**config.mk**
```make
export PLATFORM = sky130hd
export DESIGN_NAME = mult_result_bcd
export DESIGN_NICKNAME = d
export VERILOG_FILES = /design/src/rtl/mult_result_bcd.sv
export SDC_FILE = /design/constraint.sdc
export NUM_CORES = 1
export LEC_CHECK = 0
export CELL_PAD_IN_SITES_DETAIL_PLACEMENT = 1
export CELL_PAD_IN_SITES_GLOBAL_PLACEMENT = 1
export CORE_ASPECT_RATIO = 0.8
export CORE_MARGIN = 3
export CORE_UTILIZATION = 48
export CTS_BUF_LIST = sky130_fd_sc_hd__clkbuf_2 sky130_fd_sc_hd__clkbuf_4 sky130_fd_sc_hd__clkbuf_8
export CTS_CLUSTER_DIAMETER = 40
export CTS_CLUSTER_SIZE = 40
export DETAILED_ROUTE_END_ITERATION = 12
export PLACE_DENSITY_LB_ADDON = 0.1
export SLEW_MARGIN = 5
export SYNTH_ARGS = -nofsm -noshare
export SYNTH_HDL_FRONTEND = slang
export SYNTH_SLANG_ARGS = --single-unit
```
**constraint.sdc**
```tcl
create_clock -name clk -period 3.9 [get_ports clk]
set_input_delay 0.585 -clock clk [delete_from_list [all_inputs] [get_ports clk]]
set_output_delay 0.585 -clock clk [all_outputs]
set_load 0.02 [all_outputs]
```
**src/rtl/mult_result_bcd.sv**
```systemverilog
// Captures a multiplier product on each ready rise and converts it to
// three packed BCD digits with a sequential double-dabble engine.
module mult_result_bcd #(
  parameter int WIDTH = 9,
  parameter int CNT_W = 4
) (
  input  logic             clk,
  input  logic             reset,
  input  logic [WIDTH-1:0] mult_result,
  input  logic             mult_ready,
  input  logic             clr_overrun,
  output logic [3:0]       bcd_hundreds,
  output logic [3:0]       bcd_tens,
  output logic [3:0]       bcd_ones,
  output logic             done,
  output logic             busy,
  output logic             overrun
);

  typedef enum logic [1:0] {
    S_IDLE,
    S_SHIFT,
    S_DONE
  } state_t;

  state_t           r_state;
  state_t           w_next;
  logic             r_ready_q;
  logic             w_rise;
  logic             w_last;
  logic [WIDTH-1:0] r_shift;
  logic [11:0]      r_acc;
  logic [11:0]      w_adj;
  logic [CNT_W-1:0] r_cnt;
  logic [11:0]      r_digits;
  logic             r_done;
  logic             r_ovr;

  assign w_rise = mult_ready & ~r_ready_q;
  assign w_last = (r_cnt == CNT_W'(WIDTH - 1));

  always_comb begin
    w_adj = r_acc;
    for (int i = 0; i < 3; i++) begin
      if (r_acc[4*i +: 4] >= 4'd5)
        w_adj[4*i +: 4] = r_acc[4*i +: 4] + 4'd3;
    end
  end

  always_ff @(posedge clk or posedge reset) begin
    if (reset) r_state <= S_IDLE;
    else       r_state <= w_next;
  end

  always_comb begin
    w_next = r_state;
    unique case (r_state)
      S_IDLE:  if (w_rise) w_next = S_SHIFT;
      S_SHIFT: if (w_last) w_next = S_DONE;
      S_DONE:  w_next = S_IDLE;
      default: w_next = S_IDLE;
    endcase
  end

  always_comb begin
    busy = (r_state != S_IDLE);
  end

  // Ready_q resets high so a ready already asserted is not a rise.
  always_ff @(posedge clk or posedge reset) begin
    if (reset) begin
      r_ready_q <= 1'b1;
      r_shift   <= '0;
      r_acc     <= '0;
      r_cnt     <= '0;
      r_digits  <= '0;
      r_done    <= 1'b0;
      r_ovr     <= 1'b0;
    end else begin
      r_ready_q <= mult_ready;
      r_done    <= (r_state == S_DONE);
      if (w_rise && r_state != S_IDLE) r_ovr <= 1'b1;
      else if (clr_overrun)            r_ovr <= 1'b0;
      unique case (r_state)
        S_IDLE: begin
          if (w_rise) begin
            r_shift <= mult_result;
            r_acc   <= '0;
            r_cnt   <= '0;
          end
        end
        S_SHIFT: begin
          {r_acc, r_shift} <= {w_adj, r_shift} << 1;
          r_cnt <= r_cnt + CNT_W'(1);
        end
        S_DONE:  r_digits <= r_acc;
        default: ;
      endcase
    end
  end

  assign bcd_hundreds = r_digits[11:8];
  assign bcd_tens     = r_digits[7:4];
  assign bcd_ones     = r_digits[3:0];
  assign done         = r_done;
  assign overrun      = r_ovr;

endmodule

```
# Word-level counts from Yosys, hierarchy flattened

Cells that the tools add are included.
W data, S select, Z words.

Register bits: 42
Bits in latches: 0
Memory bits (writable): 0
ROM bits: 0
Input port bits: 13
Output and inout port bits: 15
Logic and storage cells: 43
Memories: 0

Add/subtract/negate cells: 4
Multipliers: 0
Div/mod/pow operators: 0
Magnitude comparators: 3
Eq/ne operators: 5
Shift-type cells: 0
Mux-type cells: 14
Bitwise operators: 2
Reductions and logical operators: 7

Operators by type and width:

| kind                  | count |
|---|---|
| $pmux W12 S2          | 1 |
| $pmux W9 S2           | 1 |
| $ge A4 B3 Y1 const B  | 3 |
| $mux W12              | 1 |
| $mux W4               | 3 |
| $mux W9               | 1 |
| $add A4 B2 Y4 const B | 2 |
| $pmux W4 S2           | 1 |
| $reduce_bool A2 Y1    | 3 |
| $add A4 B1 Y4 const B | 1 |
| $eq A4 B4 Y1 const B  | 1 |
| $mux W2               | 2 |
| $ne A2 B2 Y1 const B  | 2 |
| $pmux W2 S2           | 1 |
| $reduce_and A2 Y1     | 2 |
| $add A3 B2 Y3 const B | 1 |
| $mux W3               | 1 |
| $eq A2 B1 Y1 const B  | 1 |
| $eq A2 B2 Y1 const B  | 1 |
| $logic_not A2 Y1      | 1 |
| $mux W1               | 2 |
| $and A1 B1 Y1         | 1 |
| $logic_and A1 B1 Y1   | 1 |
| $not A1 Y1            | 1 |

# Longest topological paths before layout

Gate-level depths: netlist of the first run.

Depth after elaboration: 4
Depth in mapped cells: 6
Mapped depth without buffers: 6

# Least setup slack after synthesis of the first run

OpenSTA, ideal clock, no wires.

Kind: input to register
Start: in mult_ready
End: reg r_shift[7]
Setup time: 0.127 ns
Arrival time: 1.309 ns
Data required time: 3.773 ns
Setup slack: 2.464 ns
Stages on the path: 5
Path buffers: 1
Path through: nor2b_1 -> o21bai_2 -> buf_2 -> a222oi_1 -> inv_1

Cells in the longest elaborated chain, start to end: 3

RTL lines:

| item                               | RTL line | source |
|---|---|---|
| start: declaration                 | 10       | `input logic mult_ready,` |
| $and A1 B1 Y1                      | 39       | `assign w_rise = mult_ready & ~r_ready_q;` |
| $ne A2 B2 Y1 (no source line)      | --       |  |
| $reduce_and A2 Y1 (no source line) | --       |  |
| end signal: assignment             | 87       | `r_shift <= mult_result;` |
| end signal: assignment             | 93       | `{r_acc, r_shift} <= {w_adj, r_shift} << 1;` |
| end: declaration                   | 31       | `logic [WIDTH-1:0] r_shift;` |

No other way between the ends.
A chain may end at the register's enable or synchronous reset.

# Worst setup path after layout of the first run

Start: reg r_state[0]
End: out busy

Cells in the longest elaborated chain, start to end: 1

RTL lines:

| item                     | RTL line | source |
|---|---|---|
| start: declaration       | 26       | `state_t r_state;` |
| start signal: assignment | 52       | `else r_state <= w_next;` |
| $reduce_bool A2 Y1       | 66       | `busy = (r_state != S_IDLE);` |
| end: declaration         | 16       | `output logic busy,` |

No other way between the ends.

==> run summary, run 1 <==
Routed wire per std cell: 16.0 um
Crit. Startpoint: r_state[0]$_DFFE_PP0P_
Most area-hungry cell type in the Yosys netlist: dfrtp_1
Layout cells sized above 1: 15.2%
Prevailing post-synth register cell: dfrtp_1
Final setup vio count: 0
Synth Net Count: 187
Post-DP HPWL: 2770 um
Yosys warnings: 0
PnR worst setup slack: 1780 ps
Vias per Instance: 5.37
Synthesized cell area: 0.00191 mm^2
Sink Count: 42
DRT iter0 DRCs: 73
Total CTS buffers: 5
CP endpoint kind: primary output
Area share of the largest cell type after synthesis: 53.7%
Sum Neg Setup Slack: 0 ps
Final Max Slew Viols: 0
I/O pin cnt: 28
Post-Route WL: 4000 um
Reg2reg start: r_ready_q$_DFF_PP1_
Minimum clock period: 2130 ps
Pwr Density: 800 mW/mm^2
Skew-Pair Late Insertion Delay: 290 ps
DRT Pass-1 Iters: 5
Clock-pin slew on the worst setup and hold paths: 70 ps
Count leader, synth: dfrtp_1
VDD IR-drop max: 527 uV
Status: finished, final reports clean
Cells after DPL: 241
Number of port buffers: 27
Core Box Area: 0.00361 mm^2
Clk buf depth: 2
Die Footprint: 0.00478 mm^2
Critical path peak fanout: 6
Final Wtd Congestion: 0.731
Worst endpoint required time: 3310 ps
Final nets: 217
Via count: 1336
Synth Instances: 166
Worst slew margin: 28.3%
Post-synthesis average cell area: 11.5 um^2
Final hold violations: 0
Final cell count without fillers: 249
Async S/R FF share, synth: 100%
Initial antenna violation count: 0
Seq/Total Area, Yosys: 55.1%
Number of flops mapped to enable cells by yosys: 0
Clock tree root driver cell: clkbuf_8
Largest net degree at the start of global routing: 29
First-pass GRT wire length: 7250 um
Crit share post-route: 54.5%
Vias in the first global route: 1481
Ant. Diodes: 0
Post-Place Setup Slack: 1480 ps
Leakage Power: 0.00109 uW
Worst-margin pin slew: 1070 ps
Post-CTS Resized: 0
CTS tree: built
Post-synth top cells: dfrtp_1, inv_1, mux2_2, o21ai_0, nand2_1
Area Overhead vs Synth: 21.4%
Worst hold path class: reg2reg
Max Cap Viol: 0
Clock skew: 4.34 ps
Peak Freq: 471 MHz
H-tree lvl count: 2
CP Class: reg2out
FF+latch count, synth: 42
Synth unique cells: 28
Setup repair bufs after CTS: 0
Critical path data arrival time: 1540 ps
Total grt overflow: 0
Post-route ant nets: 0
Finished Core Util: 64.2%
Startpoint types: flop
Die H: 62.4 um
Hold_buf cts: 0
Ranking of synthesized cells by area: dfrtp_1, mux2_2, ha_1, inv_1, o21ai_0
Rows: 19
Starting Density: 52.9%
Die Width: 76.5 um
Hold Crit Start: r_cnt[3]$_DFFE_PP0P_
Residual DRC count: 0
RSZ-0062 raised after global routing: no
Tot GR Track Use: 19.2%
cell families (layout without fill, tap and decap cells):
family                   count (synthesis)  in the layout  share of synthesized area, %
flip-flops                              42             42                          55.1
AO/OA/AOI/OAI                           38             38                          14.1
AND/OR/NAND/NOR                         36             36                          10.2
buffers and inverters                   24             55                          5.43
multiplexers                            15             15                          8.64
adder cells (fa/ha/maj)                  8              8                          5.24
XOR/XNOR                                 3              3                          1.38
layer usage:
layer | global-route usage (%) | vias up | wire [um]
met5 | 0 | - | 0
met4 | 6.11 | 0 | 56
met3 | 4.47 | 7 | 154
met2 | 32.0 | 24 | 1920
met1 | 24.8 | 670 | 1870
li1 | - | 635 | -
registers in the layout, summed over array words and instances, names as in the netlist:
name / cells
r_ready_q: 1
done: 1
overrun: 1
r_cnt: 4
r_acc: 12
r_state: 2
r_shift: 9
r_digits: 12
layout by cell type (no fill, tap or decap):
cell type,synthesis,routed
a21oi_1,9,9
nand4b_1,1,1
dfstp_2,1,1
buf_4,0,2
or2_4,1,1
o21ai_0,12,12
nand3_1,5,5
mux2i_1,3,3
and2b_4,1,1
clkbuf_8,0,6
nor3_1,3,3
o21bai_2,1,1
o22ai_2,4,4
dfrtp_1,41,41
nand2_1,11,11
nor2_1,2,2
nor2b_1,3,3
ha_1,8,8
nand2b_1,5,5
clkdlybuf4s50_1,0,27
xnor2_1,3,3
a22o_1,6,6
clkbuf_4,0,1
or2_1,1,1
mux2_2,12,12
o21ai_1,2,2
a222oi_1,4,4
inv_1,18,18
nand4_1,1,1
clkinv_2,0,1
nor3b_1,2,2
worst paths after layout:
check                           cells after the start                      end  slack [ps]
worst max-delay path                                2                     busy        1780
worst min-delay path                                1     r_cnt[3]$_DFFE_PP0P_         490
worst max register to register                      4   r_shift[8]$_DFFE_PP0P_        2140
worst min register to register                      1     r_cnt[3]$_DFFE_PP0P_         490
max in group asynchronous                           3     r_acc[2]$_DFFE_PP0P_        2240
min in group asynchronous                           2  r_digits[9]$_DFFE_PP0P_         860
power by group:
group	internal (uW)	total, uW	switching, uW
Combinational	387	804	418
Sequential	611	754	143
Clock	150	297	147
Total	1150	1860	708
cell type report:
type                       count  area, um^2
clock buffer                   7        90.1
clock inverter                 1        5.00
fill                         391        1290
inverter                      18        67.6
multi-input combinational    100         754
sequential                    42        1050
tap                           52        65.1
timing repair buffer          29         285
critical path, cell delays in order, from the launching register on:
cell and delay, ps:
dfrtp_1 450, or2_4 260, clkdlybuf4s50_1 540
per-stage QoR:
stage               total power, uW  hold slack, ps  area (um^2)
finish                         1860             492         2320
global route                   2020             523         2320
CTS                            1880             489         2320
detailed placement             1570             476         2220
global placement               1500             463         2220
floorplan                      1300             445         1910
(Power assumes the default switching activity.)
==> run 2: changes to the inputs <==
--- a/config.mk
+++ b/config.mk
@@ -9,7 +9,7 @@
 export CELL_PAD_IN_SITES_GLOBAL_PLACEMENT = 1
 export CORE_ASPECT_RATIO = 0.8
 export CORE_MARGIN = 3
-export CORE_UTILIZATION = 48
+export CORE_UTILIZATION = 40
 export CTS_BUF_LIST = sky130_fd_sc_hd__clkbuf_2 sky130_fd_sc_hd__clkbuf_4 sky130_fd_sc_hd__clkbuf_8
 export CTS_CLUSTER_DIAMETER = 40
 export CTS_CLUSTER_SIZE = 40
==> constraint.sdc (replaced) <==
create_clock -name clk -period 1.9 [get_ports clk]
set_input_delay 0.285 -clock clk [delete_from_list [all_inputs] [get_ports clk]]
set_output_delay 0.285 -clock clk [all_outputs]
set_load 0.02 [all_outputs]
==> run 2 against run 1 <==
Die area up 18%. First-iteration DRC count fell by 4.1%. Power increased by 100%. Clock skew up 1.1 ps. Largest cell class unchanged.
==> run summary, run 2 (same netlist as run 1, synthesis figures left out) <==
Die Footprint: 0.00565 mm^2 (was 0.00478 mm^2)
Clock tree root driver cell: clkbuf_8 (unchanged)
Startpoint types: flop (unchanged)
Clock-pin slew on the worst setup and hold paths: 80 ps (was 70 ps)
Die H: 67.8 um (was 62.4 um)
Tot GR Track Use: 15.7% (was 19.2%)
Final Wtd Congestion: 0.730 (was 0.731)
Worst-path cell chain: inv_1 > ha_1 > nand2b_1 > a21oi_1 > mux2i_1 > a22o_1 (was or2_4 > clkdlybuf4s50_1)
CP peak stage delay: 430 ps (was 540 ps)
Routed wire per std cell: 16.2 um (was 16.0 um)
Rows: 21 (was 19)
VDD IR-drop max: 629 uV (was 527 uV)
R2R Setup Slk: 320 ps (was 2140 ps)
Vias in the first global route: 1457 (was 1481)
Most common cell after layout, fill and taps aside: dfrtp_1 (unchanged)
Worst endpoint required time: 2070 ps (was 3310 ps)
Clk buf depth: 2 (unchanged)
Setup repair bufs after CTS: 0 (unchanged)
First-pass GRT wire length: 6780 um (was 7250 um)
Critical path peak fanout: 5 (was 6)
Reg2reg start: r_acc[4]$_DFFE_PP0P_ (was r_ready_q$_DFF_PP1_)
Leakage Power: 0.00110 uW (was 0.00109 uW)
CP Class: reg2reg (was reg2out)
Multi-input logic area: 754 um^2 (unchanged)
Post-DP HPWL: 2910 um (was 2770 um)
Most frequent cells in the layout: dfrtp_1, clkdlybuf4s50_1, inv_1, o21ai_0, mux2_2 (unchanged)
Crit share post-route: 83.1%
CP endpoint kind: flop (was primary output)
Buf/Inv on CP: 1 (unchanged)
Clock skew: 5.47 ps (was 4.34 ps)
Number of port buffers: 27 (unchanged)
Total grt overflow: 0 (unchanged)
Worst hold path class: in2async (was reg2reg)
FILL cells: 472 (was 391)
Sink Count: 42 (unchanged)
Total CTS buffers: 5 (unchanged)
Starting Density: 43.5% (was 52.9%)
Final hold violations: 0 (unchanged)
Residual DRC count: 0 (unchanged)
Initial antenna violation count: 0 (unchanged)
Post-Route WL: 4120 um (was 4000 um)
Hold_buf cts: 0 (unchanged)
Worst-margin pin slew: 604 ps (was 1070 ps)
Core Box Area: 0.00439 mm^2 (was 0.00361 mm^2)
Area Overhead vs Synth: 22.3% (was 21.4%)
Pwr Density: 1620 mW/mm^2 (was 800 mW/mm^2)
Peak Freq: 633 MHz
Via count: 1346 (was 1336)
Finished Core Util: 53.3% (was 64.2%)
Skew-Pair Late Insertion Delay: 290 ps (about the same)
RSZ-0062 raised after global routing: no (unchanged)
Final nets: 218 (was 217)
Final setup vio count: 0 (unchanged)
Ant. Diodes: 0 (unchanged)
Worst slew margin: 59.7% (was 28.3%)
Crit. Startpoint: r_acc[4]$_DFFE_PP0P_ (was r_state[0]$_DFFE_PP0P_)
H-tree lvl count: 2 (unchanged)
Slowest CP cell: dfrtp_1 (was clkdlybuf4s50_1)
Status: finished, final reports clean (unchanged)
I/O pin cnt: 28 (unchanged)
Final Max Slew Viols: 0 (unchanged)
Largest net degree at the start of global routing: 43 (was 29)
Layout cells sized above 1: 15.2% (unchanged)
Vias per Instance: 5.30 (was 5.37)
Sum Neg Setup Slack: 0 ps (unchanged)
Top flop regs: r_acc: 12 flops, r_digits: 12 flops, r_shift: 9 flops (unchanged)
Post-CTS Resized: 0 (unchanged)
Die Width: 83.3 um (was 76.5 um)
Total power: 3770 uW (was 1860 uW)
Reg area: 0.00105 mm^2 (unchanged)
Critical path data arrival time: 1750 ps (was 1540 ps)
Max Cap Viol: 0 (unchanged)
Post-route ant nets: 0 (unchanged)
CTS tree: built (unchanged)
DRT Pass-1 Iters: 4 (was 5)
Minimum clock period: 1580 ps
Critical path's top delay family: compound AO/OA/AOI/OAI gates (was buffers and inverters)
DRT iter0 DRCs: 70 (was 73)
==> run 2: changes by cell type in the layout (fill, tap and decap cells not counted), sizes merged <==
cell,before,now
buf,2,3
clkdlybuf4s50,27,26
clkinv,1,0
dlymetal6s2s,0,1
==> run 2: path summary, 6_finish.rpt <==
path	cells after the start	end
worst max-delay path	6	r_acc[6]$_DFFE_PP0P_
worst min-delay path	3	r_acc[8]$_DFFE_PP0P_
worst max register to register	6	r_acc[6]$_DFFE_PP0P_
worst min register to register	1	r_cnt[2]$_DFFE_PP0P_
max in group asynchronous	3	r_ready_q$_DFF_PP1_
min in group clk	1	r_ready_q$_DFF_PP1_
==> run 2: worst reg2reg max path, delay by kind of cell, from the launching register on <==
kind                     cells  cell delay (ps)
multiplexers                 1              120
AND/OR/NAND/NOR              1               90
adder cells (fa/ha/maj)      1              200
AO/OA/AOI/OAI                2              500
flip-flops                   1              430
buffers and inverters        1              110
==> run 2: final cells by class <==
cell class,instances,share of cell area [%]
Sequential cell,42,45.0
Inverter,18,2.89
Clock buffer,7,3.59
Multi-Input combinational cell,100,32.3
Timing Repair Buffer,30,13.2
Tap cell,57,3.05
==> run 2: layer usage <==
metal	GRT usage [%]	routed length (um)	vias to the layer above
met5	0	0	-
met2	28.6	2110	30
met1	17.7	1810	678
met3	4.57	152	5
met4	6.53	42	0
li1	-	-	633
==> run 2: power breakdown <==
group	switching (uW)	internal, uW	total (uW)
Clock	285	282	567
Sequential	295	1250	1550
Combinational	851	808	1660
Total	1430	2340	3770
==> run 2: metrics by stage <==
| stage | hold WS (ps) | setup slack [ps] | cell area, um^2 | cells |
|---|---|---|---|---|
| after floorplan | 289 | 541 | 1910 | 166 |
| after global placement | 465 | 187 | 2250 | 247 |
| after detailed placement | 493 | 109 | 2250 | 247 |
| after CTS | 349 | 36.2 | 2330 | 254 |
| after global routing | 378 | 238 | 2340 | 254 |
| final | 347 | 320 | 2340 | 254 |
==> run 3: changes to the inputs <==
==> constraint.sdc (replaced) <==
create_clock -name clk -period 1.4 [get_ports clk]
set_input_delay 0.21 -clock clk [delete_from_list [all_inputs] [get_ports clk]]
set_output_delay 0.21 -clock clk [all_outputs]
set_load 0.02 [all_outputs]
==> run 3 against run 2 <==
Global-route usage increased by 1.2 points. Worst hold slack worse by 74 ps. Sequential cell count is the same. First-iteration DRC count down 24%. Design area up 16%.
==> run summary, run 3 (same netlist as run 1, synthesis figures left out) <==
Status: finished, final reports clean (unchanged)
Final Wtd Congestion: 0.694 (was 0.730)
Routed wire per std cell: 16.4 um (was 16.2 um)
Die Width: 83.3 um (unchanged)
Crit share post-route: 99.2% (was 83.1%)
Die Footprint: 0.00565 mm^2 (unchanged)
Final Max Slew Viols: 0 (unchanged)
Final setup vio count: 0 (unchanged)
Startpoint types: flop (unchanged)
Most common cell after layout, fill and taps aside: dfrtp_1 (unchanged)
DRT Pass-1 Iters: 4 (unchanged)
Max Cap Viol: 0 (unchanged)
Pwr Density: 2220 mW/mm^2 (was 1620 mW/mm^2)
RSZ-0062 raised after global routing: yes (was no)
Cells after DPL: 268 (was 247)
CP endpoint kind: flop (unchanged)
Most frequent cells in the layout: dfrtp_1, buf_4, dlygate4sd2_1, inv_1 (was dfrtp_1, clkdlybuf4s50_1, inv_1, o21ai_0, mux2_2)
Total power: 6030 uW (was 3770 uW)
Peak Freq: 720 MHz (was 633 MHz)
Clock tree root driver cell: clkbuf_8 (unchanged)
Leakage Power: 0.00133 uW (was 0.00110 uW)
Layout cells sized above 1: 36.8% (was 15.2%)
Vias in the first global route: 1587 (was 1457)
Sink Count: 42 (unchanged)
Clock-pin slew on the worst setup and hold paths: 80 ps (about the same)
Top flop regs: r_acc: 12 flops, r_digits: 12 flops, r_shift: 9 flops (unchanged)
Ant. Diodes: 0 (unchanged)
Number of port buffers: 27 (unchanged)
Core Box Area: 0.00439 mm^2 (unchanged)
Total CTS buffers: 5 (unchanged)
Largest net degree at the start of global routing: 43 (unchanged)
H-tree lvl count: 2 (unchanged)
Post-DP HPWL: 3270 um (was 2910 um)
R2R Setup Slk: 10 ps (was 320 ps)
Total grt overflow: 0 (unchanged)
Final cell count without fillers: 285 (was 254)
Worst-path cell chain: ha_4 > nand2b_4 > a21oi_4 > mux2i_1 > a22o_1 (was inv_1 > ha_1 > nand2b_1 > a21oi_1 > mux2i_1 > a22o_1)
Skew-Pair Late Insertion Delay: 280 ps (was 290 ps)
Reg-to-reg critical path endpoint: r_acc[6]$_DFFE_PP0P_ (unchanged)
Final nets: 248 (was 218)
FILL cells: 474 (was 472)
FF-to-FF path depth: 5 (was 6)
Worst hold path class: in2async (unchanged)
Starting Density: 43.5% (unchanged)
CP peak stage delay: 460 ps (was 430 ps)
Die H: 67.8 um (unchanged)
Critical path's top delay family: flip-flops (was compound AO/OA/AOI/OAI gates)
Post-route ant nets: 0 (unchanged)
Final hold violations: 0 (unchanged)
Minimum clock period: 1390 ps (was 1580 ps)
VDD IR-drop max: 1280 uV (was 629 uV)
Residual DRC count: 0 (unchanged)
Worst-margin pin slew: 298 ps (was 604 ps)
CTS tree: built (unchanged)
Reg2reg start: r_acc[4]$_DFFE_PP0P_ (unchanged)
Crit path depth: 5 (was 6)
Via count: 1457 (was 1346)
Crit. Startpoint: r_acc[4]$_DFFE_PP0P_ (unchanged)
Slowest CP cell: dfrtp_1 (unchanged)
Clk buf depth: 2 (unchanged)
Area Overhead vs Synth: 41.8% (was 22.3%)
PnR worst setup slack: 10.5 ps (was 320 ps)
Hold_buf cts: 0 (unchanged)
Sum Neg Setup Slack: 0 ps (unchanged)
Tot GR Track Use: 16.9% (was 15.7%)
Worst endpoint required time: 1620 ps (was 2070 ps)
Worst slew margin: 80.1% (was 59.7%)
Critical path peak fanout: 4 (was 5)
Post-Place Setup Slack: -258 ps (was 109 ps)
Critical path data arrival time: 1610 ps (was 1750 ps)
Vias per Instance: 5.11 (was 5.30)
Clock skew: 5.04 ps (was 5.47 ps)
I/O pin cnt: 28 (unchanged)
CP Class: reg2reg (unchanged)
DRT iter0 DRCs: 53 (was 70)
First-pass GRT wire length: 7500 um (was 6780 um)
Critical path endpoint: r_acc[6]$_DFFE_PP0P_ (unchanged)
Buf/Inv on CP: 0 (was 1)
Initial antenna violation count: 0 (unchanged)
Post-Route WL: 4680 um (was 4120 um)
Rows: 21 (unchanged)
==> run 3: cell count changes in the layout (fill, tap and decap cells not counted), sizes merged <==
cell           previous run  this run
buf                       3        34
dlymetal6s2s              1         0
clkinv                    0         1
clkdlybuf4s50            26        12
dlygate4sd2               0        14
==> run 3: worst min-delay path by stage <==
stage                              endpoint  slack [ps]  cells after the start
global route        r_digits[8]$_DFFE_PP0P_         300                      3
global placement       r_cnt[3]$_DFFE_PP0P_         470                      1
detailed placement     r_cnt[3]$_DFFE_PP0P_         490                      1
CTS                   r_acc[10]$_DFFE_PP0P_         280                      3
finish              r_digits[8]$_DFFE_PP0P_         270                      3
floorplan               r_ready_q$_DFF_PP1_         210                      0
==> run 3: routing by layer <==
metal / vias to the layer above / global-route usage [%] / share of wire [%]
li1: 696 / - / -
met1: 738 / 19.5 / 43
met2: 21 / 32.3 / 53
met3: 2 / 3.73 / 2.9
met4: 0 / 4.90 / 0.49
met5: - / 0 / 0
==> run 3: where the power goes <==
group	total (uW)	switching (uW)	internal (uW)
registers	2130	427	1700
logic	3090	1460	1630
clock network	815	397	418
total	6030	2290	3740
==> run 3: metrics by stage <==
stage	util (%)	hold slack, ps	area, um^2
after floorplan	-	214	1910
after global placement	55.2	471	2420
after detailed placement	55.2	486	2420
after CTS	58.6	284	2570
after global routing	61.8	301	2710
final	61.8	273	2710
==> run 3: area by class of cell <==
class	instances	area (um^2)	share of cell area (%)
well taps	57	71.3	2.63
clock buffers	7	90.1	3.32
flip-flops and latches	42	1050	38.8
inverters	18	67.6	2.49
repair buffers	60	536	19.8
multi-input cells	100	888	32.8
clock inverters	1	5.00	0.185
==> run 3: what timing repair did <==
item | CTS | global route
setup endpoints to repair | 31 | 30
setup buffers | 3 | 6
pin swaps | 8 | 7
resized for setup | 33 | 21
==> run 3: worst register-to-register path: cells and delay by family, from the launching register on <==
kind / cells / cell delay [ps]
flip-flops: 1 / 460
adder cells (fa/ha/maj): 1 / 190
multiplexers: 1 / 210
AND/OR/NAND/NOR: 1 / 140
AO/OA/AOI/OAI: 2 / 320
